**config.mk**
```make
export PLATFORM = sky130hd
export DESIGN_NAME = tile_collision_ctrl
export DESIGN_NICKNAME = d
export VERILOG_FILES = /design/src/rtl/tile_pkg.sv /design/src/rtl/tile_index_calc.sv /design/src/rtl/tile_collision_ctrl.sv
export SDC_FILE = /design/constraint.sdc
export NUM_CORES = 1
export LEC_CHECK = 0
export ABC_AREA = 1
export ABC_CLOCK_PERIOD_IN_PS = 6100
export BUFFER_PORTS_ARGS = -buffer_cell sky130_fd_sc_hd__buf_2
export CAP_MARGIN = 20
export CELL_PAD_IN_SITES_DETAIL_PLACEMENT = 1
export CELL_PAD_IN_SITES_GLOBAL_PLACEMENT = 1
export CORE_MARGIN = 2
export CORE_UTILIZATION = 29
export CTS_BUF_LIST = sky130_fd_sc_hd__clkbuf_4
export DETAILED_ROUTE_END_ITERATION = 10
export PLACE_DENSITY = 0.68
export SYNTH_ARGS = -nofsm -noshare
export SYNTH_HDL_FRONTEND = slang
export SYNTH_SLANG_ARGS = --single-unit
```
**constraint.sdc**
```tcl
create_clock -name clk -period 6.1 [get_ports clk]
set_input_delay 0.305 -clock clk [delete_from_list [all_inputs] [get_ports clk]]
set_output_delay 0.305 -clock clk [all_outputs]
set_load 0.05 [all_outputs]
```
**src/rtl/tile_pkg.sv**
```systemverilog
// -----------------------------------------------------------------------------
// tile_pkg
// Shared types and constants for the tile collision controller: tile codes,
// grid geometry, FSM state encoding and the signed screen-coordinate type.
// No ports (package).
// -----------------------------------------------------------------------------
package tile_pkg;

  // Tile codes as returned by the tile map
  typedef enum logic [1:0] {
    EMPTY = 2'b00,
    SOLID = 2'b01,
    SPIKE = 2'b10,
    GOAL  = 2'b11
  } tile_t;

  localparam int unsigned TILE_W    = 80;
  localparam int unsigned TILE_H    = 80;
  localparam int unsigned GRID_COLS = 8;
  localparam int unsigned GRID_ROWS = 6;
  localparam int unsigned SCREEN_W  = 640;
  localparam int unsigned SCREEN_H  = 480;

  localparam int unsigned IN_COORD_W = 11;
  // One extra bit over the input so corner offsets can never wrap on-screen
  localparam int unsigned COORD_W    = 12;
  localparam int unsigned IDX_W      = 3;
  localparam int unsigned TILE_CODE_W = 2;
  localparam int unsigned CORNERS    = 4;

  typedef logic signed [COORD_W-1:0] coord_t;

  typedef struct packed {
    coord_t x;
    coord_t y;
  } point_t;

  typedef enum logic [1:0] {
    IDLE  = 2'd0,
    PROBE = 2'd1,
    DONE  = 2'd2
  } state_t;

  // Sign-extend an input coordinate into the internal coordinate width
  function automatic coord_t coord_ext(input logic signed [IN_COORD_W-1:0] c);
    return {c[IN_COORD_W-1], c};
  endfunction

endpackage

```
**src/rtl/tile_index_calc.sv**
```systemverilog
// -----------------------------------------------------------------------------
// tile_index_calc
// Converts a signed screen point into tile column/row indices with a
// comparator chain (no divider) and flags points outside the visible screen.
// Ports:
//   pt_i    : point to convert (signed, COORD_W bits per axis)
//   xnum_o  : tile column, 0 when out of range
//   ynum_o  : tile row, 0 when out of range
//   oob_o   : point lies outside 0..SCREEN_W-1 x 0..SCREEN_H-1
// -----------------------------------------------------------------------------
module tile_index_calc
  import tile_pkg::*;
(
  input  point_t           pt_i,
  output logic [IDX_W-1:0] xnum_o,
  output logic [IDX_W-1:0] ynum_o,
  output logic             oob_o
);

  localparam coord_t SCR_W_C = coord_t'(SCREEN_W);
  localparam coord_t SCR_H_C = coord_t'(SCREEN_H);

  logic [IDX_W-1:0] x_idx;
  logic [IDX_W-1:0] y_idx;

  // Range check: sign bit catches negatives, signed compare catches the far edge
  always_comb begin
    oob_o = pt_i.x[COORD_W-1] || (pt_i.x >= SCR_W_C) ||
            pt_i.y[COORD_W-1] || (pt_i.y >= SCR_H_C);
  end

  // floor(coord/80): highest tile boundary not above the coordinate
  always_comb begin
    x_idx = '0;
    for (int unsigned c = 1; c < GRID_COLS; c++) begin
      if (pt_i.x >= coord_t'(c * TILE_W)) x_idx = IDX_W'(c);
    end
  end

  always_comb begin
    y_idx = '0;
    for (int unsigned r = 1; r < GRID_ROWS; r++) begin
      if (pt_i.y >= coord_t'(r * TILE_H)) y_idx = IDX_W'(r);
    end
  end

  assign xnum_o = oob_o ? '0 : x_idx;
  assign ynum_o = oob_o ? '0 : y_idx;

endmodule

```
**src/rtl/tile_collision_ctrl.sv**
```systemverilog
// -----------------------------------------------------------------------------
// tile_collision_ctrl
// Probes the four corners of an OBJ_W x OBJ_H object against the tile map,
// one corner per cycle, and reports solid/spike/goal/off-screen hits.
// Build option: define TILE_CENTER_PROBE_EN to add a fifth probe at the
// object centre that drives hit_center; otherwise hit_center is tied to 0.
// Ports:
//   clk, resetN            : clock, asynchronous active-low reset
//   start                  : one-cycle probe request (ignored while busy)
//   topLeftX, topLeftY     : signed object top-left position in pixels
//   Tile_Type              : tile code for the current Xnum/Ynum (combinational)
//   Xnum, Ynum             : tile indices driven to the map during PROBE
//   busy                   : probe sequence in progress (through DONE)
//   done                   : one-cycle pulse, results valid
//   hit_solid[3:0]         : per-corner solid (TL, TR, BL, BR)
//   hit_spike, hit_goal    : any corner on a spike / goal tile
//   out_of_bounds          : any corner off-screen
//   hit_center             : centre tile solid (optional probe)
// -----------------------------------------------------------------------------
module tile_collision_ctrl
  import tile_pkg::*;
#(
  parameter int OBJ_W = 32,
  parameter int OBJ_H = 32
) (
  input  logic                         clk,
  input  logic                         resetN,
  input  logic                         start,
  input  logic signed [IN_COORD_W-1:0] topLeftX,
  input  logic signed [IN_COORD_W-1:0] topLeftY,
  input  logic [TILE_CODE_W-1:0]       Tile_Type,
  output logic [IDX_W-1:0]             Xnum,
  output logic [IDX_W-1:0]             Ynum,
  output logic                         busy,
  output logic                         done,
  output logic [CORNERS-1:0]           hit_solid,
  output logic                         hit_spike,
  output logic                         hit_goal,
  output logic                         out_of_bounds,
  output logic                         hit_center
);

`ifdef TILE_CENTER_PROBE_EN
  localparam int unsigned NUM_PROBES = 5;
  localparam coord_t      CTR_X      = coord_t'(OBJ_W / 2);
  localparam coord_t      CTR_Y      = coord_t'(OBJ_H / 2);
`else
  localparam int unsigned NUM_PROBES = 4;
`endif
  localparam int unsigned CNT_W  = 3;
  localparam coord_t      OFF_X  = coord_t'(OBJ_W - 1);
  localparam coord_t      OFF_Y  = coord_t'(OBJ_H - 1);
  localparam logic [CNT_W-1:0] LAST_PROBE = CNT_W'(NUM_PROBES - 1);

  state_t             state_q, state_d;
  logic [CNT_W-1:0]   cnt_q, cnt_d;
  coord_t             x_q, x_d;
  coord_t             y_q, y_d;
  logic               busy_q, busy_d;
  logic               done_q, done_d;
  logic [CORNERS-1:0] solid_q, solid_d;
  logic               spike_q, spike_d;
  logic               goal_q, goal_d;
  logic               oob_q, oob_d;
`ifdef TILE_CENTER_PROBE_EN
  logic               center_q, center_d;
`endif

  point_t           probe_pt;
  logic [IDX_W-1:0] idx_x;
  logic [IDX_W-1:0] idx_y;
  logic             probe_oob;
  tile_t            tile;
  logic             blocked;

  // Current probe point from the latched top-left and the corner counter
  always_comb begin
    probe_pt.x = x_q;
    probe_pt.y = y_q;
    unique case (cnt_q)
      3'd1: probe_pt.x = x_q + OFF_X;
      3'd2: probe_pt.y = y_q + OFF_Y;
      3'd3: begin
        probe_pt.x = x_q + OFF_X;
        probe_pt.y = y_q + OFF_Y;
      end
`ifdef TILE_CENTER_PROBE_EN
      3'd4: begin
        probe_pt.x = x_q + CTR_X;
        probe_pt.y = y_q + CTR_Y;
      end
`endif
      default: ;
    endcase
  end

  tile_index_calc u_index (
    .pt_i   (probe_pt),
    .xnum_o (idx_x),
    .ynum_o (idx_y),
    .oob_o  (probe_oob)
  );

  // Map address is live only while probing
  assign Xnum = (state_q == PROBE) ? idx_x : '0;
  assign Ynum = (state_q == PROBE) ? idx_y : '0;

  // Off-screen counts as solid and never as spike/goal
  assign tile    = tile_t'(Tile_Type);
  assign blocked = probe_oob || (tile == SOLID);

  // Next-state and result accumulation
  always_comb begin
    state_d  = state_q;
    cnt_d    = cnt_q;
    x_d      = x_q;
    y_d      = y_q;
    solid_d  = solid_q;
    spike_d  = spike_q;
    goal_d   = goal_q;
    oob_d    = oob_q;
`ifdef TILE_CENTER_PROBE_EN
    center_d = center_q;
`endif

    unique case (state_q)
      IDLE: begin
        if (start) begin
          state_d  = PROBE;
          cnt_d    = '0;
          x_d      = coord_ext(topLeftX);
          y_d      = coord_ext(topLeftY);
          solid_d  = '0;
          spike_d  = 1'b0;
          goal_d   = 1'b0;
          oob_d    = 1'b0;
`ifdef TILE_CENTER_PROBE_EN
          center_d = 1'b0;
`endif
        end
      end
      PROBE: begin
        if (cnt_q < CNT_W'(CORNERS)) begin
          solid_d[cnt_q[1:0]] = blocked;
        end
`ifdef TILE_CENTER_PROBE_EN
        else begin
          center_d = blocked;
        end
`endif
        oob_d   = oob_q   | probe_oob;
        spike_d = spike_q | (!probe_oob && (tile == SPIKE));
        goal_d  = goal_q  | (!probe_oob && (tile == GOAL));
        if (cnt_q == LAST_PROBE) begin
          state_d = DONE;
        end else begin
          cnt_d = cnt_q + CNT_W'(1);
        end
      end
      DONE:    state_d = IDLE;
      default: state_d = IDLE;
    endcase

    busy_d = (state_d != IDLE);
    done_d = (state_d == DONE);
  end

  always_ff @(posedge clk or negedge resetN) begin
    if (!resetN) begin
      state_q  <= IDLE;
      cnt_q    <= '0;
      x_q      <= '0;
      y_q      <= '0;
      busy_q   <= 1'b0;
      done_q   <= 1'b0;
      solid_q  <= '0;
      spike_q  <= 1'b0;
      goal_q   <= 1'b0;
      oob_q    <= 1'b0;
`ifdef TILE_CENTER_PROBE_EN
      center_q <= 1'b0;
`endif
    end else begin
      state_q  <= state_d;
      cnt_q    <= cnt_d;
      x_q      <= x_d;
      y_q      <= y_d;
      busy_q   <= busy_d;
      done_q   <= done_d;
      solid_q  <= solid_d;
      spike_q  <= spike_d;
      goal_q   <= goal_d;
      oob_q    <= oob_d;
`ifdef TILE_CENTER_PROBE_EN
      center_q <= center_d;
`endif
    end
  end

  assign busy          = busy_q;
  assign done          = done_q;
  assign hit_solid     = solid_q;
  assign hit_spike     = spike_q;
  assign hit_goal      = goal_q;
  assign out_of_bounds = oob_q;
`ifdef TILE_CENTER_PROBE_EN
  assign hit_center    = center_q;
`else
  assign hit_center    = 1'b0;
`endif

endmodule

```
==> results.sh, run 1 <==
export IMPL_cpMostUsedCell="nor2_1"
export IMPL_required_ns=5.79
export IMPL_rows=32
export IMPL_busiest_layer="met2"
export IMPL_pre_cts_slack_ns=3.24
export IMPL_ir_drop_mv=0.227
export IMPL_arrival_ns=2.97
export IMPL_clk_latency_ns=0.33
export IMPL_finalSetupTns_ns=0
export IMPL_drive_gt1_share_pct=17.1
export IMPL_synth_cell_types=29
export IMPL_grt_use_met1_pct=20.2
export IMPL_vias_per_cell=4.60
export IMPL_ys_seq_area_share_pct=39.6
export IMPL_io_pins=43
export IMPL_r2r_start="cnt_q[0]$_DFFE_PN0P_"
export IMPL_clock_sinks=36
export IMPL_powerDensity_mw_per_mm2=555
export IMPL_crit_start="cnt_q[0]$_DFFE_PN0P_"
export IMPL_root_buffer="clkbuf_4"
export IMPL_io_buffers=41
export IMPL_worstPathCellList="ha_1, ha_1, inv_1, nand2_2, nand2_1, nor2_1, nor2_1, nor2_2, inv_1, nor2_1, nor2_1, nor2_4, nand4_4, nor3b_2, buf_2"
export IMPL_synth_area_leaders="dfrtp_1, nand2_1, inv_1"
export IMPL_fin_util_pct=34.5
export IMPL_cts_hold_buffers=0
export IMPL_crit_type="flip-flop to output pin"
export IMPL_grt_max_degree=39
export IMPL_htree_levels=2
export IMPL_antenna_found_initial=0
export IMPL_drt_wirelength_per_cell_um=12.4
export IMPL_tightest_slew_ns=0.864
export IMPL_seqPwrFrac_pct=29.1
export IMPL_synth_net_count=355
export IMPL_fmax_mhz=306
export IMPL_hold_class="input port to async pin"
export IMPL_status="finished clean"
export IMPL_fillers=985
export IMPL_postRouteWirelength_mm=5.78
export IMPL_clockPowerShare_pct=8.2
export IMPL_numCtsBuffers=5
export IMPL_first_iter_violations=68
export IMPL_antenna_cells=0
export IMPL_p_sw_mw=0.806
export IMPL_p_int_mw=0.656
export IMPL_die_height_um=92.5
export IMPL_r2r_slack_ns=3.52
export IMPL_avgSynthCellArea_um2=7.08
export IMPL_clockBufferDepth=2
export IMPL_core_mm2=0.00765
export IMPL_tritoncts="yes"
export IMPL_max_cap_violations=0
export IMPL_ys_seq_elements=36
export IMPL_finalWorstSetupSlack_ns=2.83
export IMPL_syn_inst=321
export IMPL_crit_buf_inv=3
export IMPL_netSwitchingFraction_pct=55.1
export IMPL_setup_viol=0
export IMPL_postCtsSetupRepairBufs=0
export IMPL_grt_pass1_vias=2199
export IMPL_end_kind="output pin"
export IMPL_fin_crit_sh_pct=53.7
export IMPL_nNetsFinal=396
export IMPL_crit_family="simple AND/OR/NAND/NOR gates"
export IMPL_slowest_delay_ns=0.43
export IMPL_p_comb_share_pct=62.8
export IMPL_p_leak_nw=1.37
export IMPL_slew_headroom_pct=42.4
export IMPL_grt_util_met2_pct=23.8
export IMPL_start_util_pct=29.7
export IMPL_ys_warn_count=0
export IMPL_netlist_area_mm2=0.00227
export IMPL_synth_top_area_share_pct=39.6
export IMPL_hold_viol_final=0
export IMPL_cts_resized=0
export IMPL_place_area_mm2=0.00256
export IMPL_grt_pass1_wl_mm=10.1
export IMPL_critPathLaunchType="flip-flop"
export IMPL_hpwl_mm=4.47
export IMPL_dieArea_mm2=0.00856
export IMPL_path_clk_slew_ns=0.11
export IMPL_slowest_stage="dfrtp_1"
export IMPL_drc=0
export IMPL_first_pass_iters=4
export IMPL_drtAntennaViolNets=0
export IMPL_rsz0062_at_grt="no"
export IMPL_synth_top_area_cell="dfrtp_1"
export IMPL_period_minus_slack_ns=3.27
export IMPL_chipWidth_um=92.5
export IMPL_globalplace_congestion=0.790
export IMPL_fin_cells=464
export IMPL_grt_ovfl_total=0
export IMPL_use_met3_pct=2.77
export IMPL_area_growth_pct=16.0
export IMPL_grt_usage_pct=14.5
export IMPL_skew_ns=0.00641
export IMPL_design_area_mm2=0.00264
export IMPL_maxSlewViolCount=0
export IMPL_vias=2136
export IMPL_crit_fanout=11
export IMPL_dp_cells=456
==> per-layer routing <==
| layer | vias to the layer above | routed length, um |
|---|---|---|
| li1 | 1087 | - |
| met3 | 6 | 207 |
| met1 | 1007 | 2870 |
| met5 | - | 0 |
| met4 | 0 | 26 |
| met2 | 36 | 2670 |
==> power by group through the flow <==
| stage | Sequential (mW) | Clock, mW | Combinational [mW] |
|---|---|---|---|
| floorplan | 0.496 | 0 | 0.631 |
| global placement | 0.427 | 0 | 0.881 |
| detailed placement | 0.430 | 0 | 0.910 |
| CTS | 0.426 | 0.128 | 0.914 |
| global route | 0.444 | 0.135 | 1.05 |
| finish | 0.425 | 0.119 | 0.917 |
==> kinds of logic (layout without fill, tap and decap cells) <==
group           count (synthesis)  count (layout)  share of synthesized area [%]
compound gates                 43              43                           9.91
buf+inv                        53              94                           9.25
flops                          36              36                           39.6
other cells                     1               1                          0.165
simple gates                  176             176                           35.2
fa+ha+maj                       7               7                           3.85
xor+xnor                        5               5                           1.93
==> metrics by stage <==
step / hold WS (ns) / power (mW)
final: 0.0666 / 1.46
after global routing: 0.111 / 1.62
after CTS: 0.0804 / 1.47
after detailed placement: 0.459 / 1.34
after global placement: 0.454 / 1.31
after floorplan: 0.00941 / 1.13
==> synth_stat cells <==
master and n:
nor2_2 1, conb_1 1, clkbuf_1 6, o21bai_1 1, nand4_1 12, xor2_1 3
a22o_1 1, nor2_1 25, buf_6 1, or2_2 1, o22ai_1 1, buf_4 1
nor2_4 4, o21ai_1 3, inv_2 2, nand3_1 17, xnor2_1 2, o211ai_1 1
ha_1 7, nand3_4 1, inv_1 43, nor3_1 3, dfrtp_1 36, o21ai_0 32
nor3b_2 1, nand2_1 106, nand4_4 1, a21oi_1 4, nand2_2 4
==> state kept, by name (all words and copies together) (netlist names) <==
register,count
y_q,11
hit_goal,1
x_q,11
cnt_q,3
done,1
state_q,2
hit_solid,4
busy,1
hit_spike,1
out_of_bounds,1
==> area by class of cell <==
type / instances / area (um2) / area share (%)
Timing Repair Buffer: 42 / 233 / 8.83
Tap cell: 102 / 128 / 4.84
Sequential cell: 36 / 901 / 34.2
Inverter: 45 / 169 / 6.41
Clock inverter: 2 / 7.51 / 0.285
Clock buffer: 5 / 37.5 / 1.42
Multi-Input combinational cell: 232 / 1160 / 44.0
==> worst paths after layout <==
check	end	cells after the start
worst max-delay path	Ynum[1]	15
worst min-delay path	y_q[1]$_DFFE_PN0P_	1
worst max register to register	hit_solid[0]$_DFFE_PN0P_	15
worst min register to register	hit_solid[0]$_DFFE_PN0P_	2
max in group asynchronous	done$_DFF_PN0_	1
min in group clk	x_q[3]$_DFFE_PN0P_	3
==> layout by cell type (no fill, tap or decap), types with 5 or more instances in the layout <==
cell / synthesis / layout
buf_2: 0 / 41
clkbuf_4: 0 / 5
nand2_1: 106 / 106
dfrtp_1: 36 / 36
o21ai_0: 32 / 32
nand3_1: 17 / 17
nand4_1: 12 / 12
inv_1: 43 / 43
ha_1: 7 / 7
nor2_1: 25 / 25
==> worst reg2reg max path, stage by stage (launching register included) <==
cell	delay (ns)
dfrtp_1	0.43
ha_1	0.22
ha_1	0.19
inv_1	0.08
nand2_2	0.21
nand2_1	0.11
nor2_1	0.14
nor2_1	0.06
nor2_2	0.13
inv_1	0.08
nor2_1	0.12
nor2_1	0.08
nor2_4	0.13
nand4_1	0.26
nand4_1	0.17
nand2_1	0.06
Power figures use the tool's default switching activity.
==> run 2: changes to the inputs <==
--- a/config.mk
+++ b/config.mk
@@ -5,8 +5,8 @@
 export SDC_FILE = /design/constraint.sdc
 export NUM_CORES = 1
 export LEC_CHECK = 0
-export ABC_AREA = 1
-export ABC_CLOCK_PERIOD_IN_PS = 6100
+export ABC_AREA = 0
+export ABC_CLOCK_PERIOD_IN_PS = 3100
 export BUFFER_PORTS_ARGS = -buffer_cell sky130_fd_sc_hd__buf_2
 export CAP_MARGIN = 20
 export CELL_PAD_IN_SITES_DETAIL_PLACEMENT = 1
@@ -15,7 +15,7 @@
 export CORE_UTILIZATION = 29
 export CTS_BUF_LIST = sky130_fd_sc_hd__clkbuf_4
 export DETAILED_ROUTE_END_ITERATION = 10
-export PLACE_DENSITY = 0.68
+export PLACE_DENSITY = 0.65
 export SYNTH_ARGS = -nofsm -noshare
 export SYNTH_HDL_FRONTEND = slang
 export SYNTH_SLANG_ARGS = --single-unit
==> constraint.sdc (replaced) <==
create_clock -name clk -period 3.1 [get_ports clk]
set_input_delay 0.155 -clock clk [delete_from_list [all_inputs] [get_ports clk]]
set_output_delay 0.155 -clock clk [all_outputs]
set_load 0.05 [all_outputs]
==> results.sh, run 2 <==
export IMPL_first_iter_violations=135
export IMPL_core_mm2=0.00915
export IMPL_ir_drop_mv=0.376
export IMPL_hold_path_depth=3
export IMPL_grt_max_degree=37
export IMPL_synthTopCellsByCount="nand2_1, dfrtp_1, o21ai_0"
export IMPL_maxSlewViolCount=0
export IMPL_antenna_found_initial=0
export IMPL_p_leak_nw=1.54
export IMPL_synth_top_area_cell="dfrtp_1"
export IMPL_holdCritStartpoint="topLeftX[7]"
export IMPL_crit_type="flip-flop to output pin"
export IMPL_htree_levels=2
export IMPL_vias_per_cell=5.39
export IMPL_total_power_mw=3.99
export IMPL_period_minus_slack_ns=3.15
export IMPL_max_cap_violations=0
export IMPL_path_clk_slew_ns=0.13
export IMPL_r2r_start="x_q[1]$_DFFE_PN0P_"
export IMPL_slew_headroom_pct=42.1
export IMPL_hpwl_mm=6.39
export IMPL_drive_gt1_share_pct=27.6
export IMPL_chipWidth_um=101
export IMPL_most_common_layout_cells="nand2_1, buf_2, dfrtp_1"
export IMPL_avgSynthCellArea_um2=7.81
export IMPL_synth_ff_type="dfrtp_1"
export IMPL_setup_viol=4
export IMPL_synth_cell_types=65
export IMPL_finalWorstSetupSlack_ns=-0.0460
export IMPL_netlist_area_mm2=0.00271
export IMPL_ys_seq_area_share_pct=33.2
export IMPL_rsz0062_at_grt="yes"
export IMPL_skew_ns=0.0142
export IMPL_status="complete, but fails checks"
export IMPL_fillers=1125
export IMPL_tightest_slew_ns=0.868
export IMPL_start_util_pct=29.6
export IMPL_numCtsBuffers=5
export IMPL_critPathLaunchType="flip-flop"
export IMPL_violations="setup timing"
export IMPL_rows=35
export IMPL_crit_fanout=7
export IMPL_synth_area_leaders="dfrtp_1, nand2_1, o21ai_0"
export IMPL_tritoncts="yes"
export IMPL_slowest_stage="or4_4"
export IMPL_pre_cts_slack_ns=0.118
export IMPL_final_common_cell="nand2_1"
export IMPL_fin_util_pct=38.7
export IMPL_required_ns=2.94
export IMPL_clock_sinks=36
export IMPL_reg2reg_to="hit_goal$_DFFE_PN0P_"
export IMPL_reg2reg_depth=10
export IMPL_synth_top_area_share_pct=33.2
export IMPL_ys_warn_count=0
export IMPL_end_kind="output pin"
export IMPL_synth_most_common_cell="nand2_1"
export IMPL_synthArstFlopShare_pct=100
export IMPL_fmax_mhz=318
export IMPL_ys_seq_elements=36
export IMPL_synth_net_count=381
export IMPL_postRouteWirelength_mm=8.79
export IMPL_holdWs_ns=0.0123
export IMPL_clockBufferDepth=2
export IMPL_syn_inst=347
export IMPL_drt_wirelength_per_cell_um=16.7
export IMPL_powerDensity_mw_per_mm2=1130
export IMPL_r2r_slack_ns=0.18
export IMPL_antenna_cells=0
export IMPL_root_buffer="clkbuf_4"
export IMPL_synth_edf_count=0
export IMPL_die_height_um=101
export IMPL_globalplace_congestion=0.993
export IMPL_grt_pass1_vias=2974
export IMPL_io_buffers=41
export IMPL_grt_ovfl_total=0
export IMPL_area_growth_pct=30.7
export IMPL_first_pass_iters=4
export IMPL_fin_crit_sh_pct=101
export IMPL_drc=0
export IMPL_hold_path_end="x_q[7]$_DFFE_PN0P_"
export IMPL_io_pins=43
export IMPL_vias=2841
export IMPL_hold_viol_final=0
export IMPL_hold_class="input port to flip-flop"
export IMPL_drtAntennaViolNets=0
export IMPL_arrival_ns=2.99
export IMPL_slowest_delay_ns=0.58
export IMPL_cpMostUsedCell="or4_4"
export IMPL_clk_latency_ns=0.34
export IMPL_worstPathCellList="or4_4, o221ai_4, mux2i_1, o32ai_2, or4_4, nand3b_4, o22ai_2, buf_6"
export IMPL_dieArea_mm2=0.0101
export IMPL_nNetsFinal=449
export IMPL_grt_usage_pct=18.0
export IMPL_grt_pass1_wl_mm=14.7
## run 2: cell types whose count changed after synthesis, moves of 7 or more
| cell | delta |
|---|---|
| nand2_1 | -30 |
| inv_1 | -29 |
| clkbuf_1 | +14 |
| nand3_1 | -11 |
| a21oi_1 | +10 |
| nand4_1 | -8 |
| nor2b_1 | +7 |
| o211ai_1 | +7 |
## run 2: worst max-delay path, delay by kind of cell, from the launching register on
| family | cells | cell delay, ns |
|---|---|---|
| buffers and inverters | 1 | 0.18 |
| multiplexers | 1 | 0.26 |
| AND/OR/NAND/NOR | 3 | 1.35 |
| AO/OA/AOI/OAI | 3 | 0.44 |
| flip-flops | 1 | 0.42 |
## run 2: stage by stage
stage,instances,TNS [ns],instance area (um2)
3_3_place_gp,493,0,3090
5_1_grt,527,-0.664,3540
4_1_cts,525,-0.0209,3500
2_1_floorplan,347,-0.213,2710
3_5_place_dp,493,0,3090
6_report,527,-0.102,3540
## run 2: timing repair
action | in CTS | in global routing
endpoints found under the hold margin | 50 | 0
setup endpoints to repair | 6 | 6
hold buffers | 15 | 0
gates cloned | 0 | 0
resized for setup | 29 | 9
setup buffers | 9 | 2
pin swaps | 2 | 3
## run 2: kinds of logic after synthesis
logic type / synth area share, %
muxes: 0.369
AOI/OAI and AO/OA: 23.9
xor gates and xnor gates: 2.91
adders and majority gates: 3.60
and+or+nand+nor: 29.8
DFF: 33.2
buffers and inverters: 6.09
other: 0.138
## run 2: how the worst max path moves through the flow
| stage | start | to | slack [ns] | cells past startpoint |
|---|---|---|---|---|
| 3_5_place_dp | cnt_q[1]$_DFFE_PN0P_ | Xnum[0] | 0.12 | 10 |
| 4_1_cts | x_q[3]$_DFFE_PN0P_ | Xnum[0] | -0.02 | 8 |
| 2_1_floorplan | x_q[1]$_DFFE_PN0P_ | Xnum[1] | -0.10 | 8 |
| 5_1_grt | x_q[0]$_DFFE_PN0P_ | Xnum[0] | -0.13 | 8 |
| 3_3_place_gp | y_q[0]$_DFFE_PN0P_ | Xnum[0] | 0.18 | 10 |
| 6_report | x_q[1]$_DFFE_PN0P_ | Xnum[0] | -0.05 | 8 |
## run 2: routing by layer
metal / part of all wire (%) / global-route usage (%)
met1: 48 / 24.8
met2: 46 / 29.7
met3: 4.9 / 2.64
met4: 1.1 / 4.00
met5: 0 / 0
## run 2: report_power, final
part / switching, mW / total, mW / internal (mW)
logic: 1.62 / 2.66 / 1.04
clock network: 0.180 / 0.349 / 0.168
registers: 0.296 / 0.982 / 0.686
total: 2.10 / 3.99 / 1.89
## run 2: area by class of cell
class / count / area [um2] / share of cell area, %
repair buffers: 86 / 611 / 17.2
clock inverters: 3 / 42.5 / 1.20
flip-flops and latches: 36 / 903 / 25.5
multi-input cells: 272 / 1760 / 49.6
inverters: 14 / 52.6 / 1.48
clock buffers: 5 / 37.5 / 1.06
well taps: 111 / 139 / 3.92
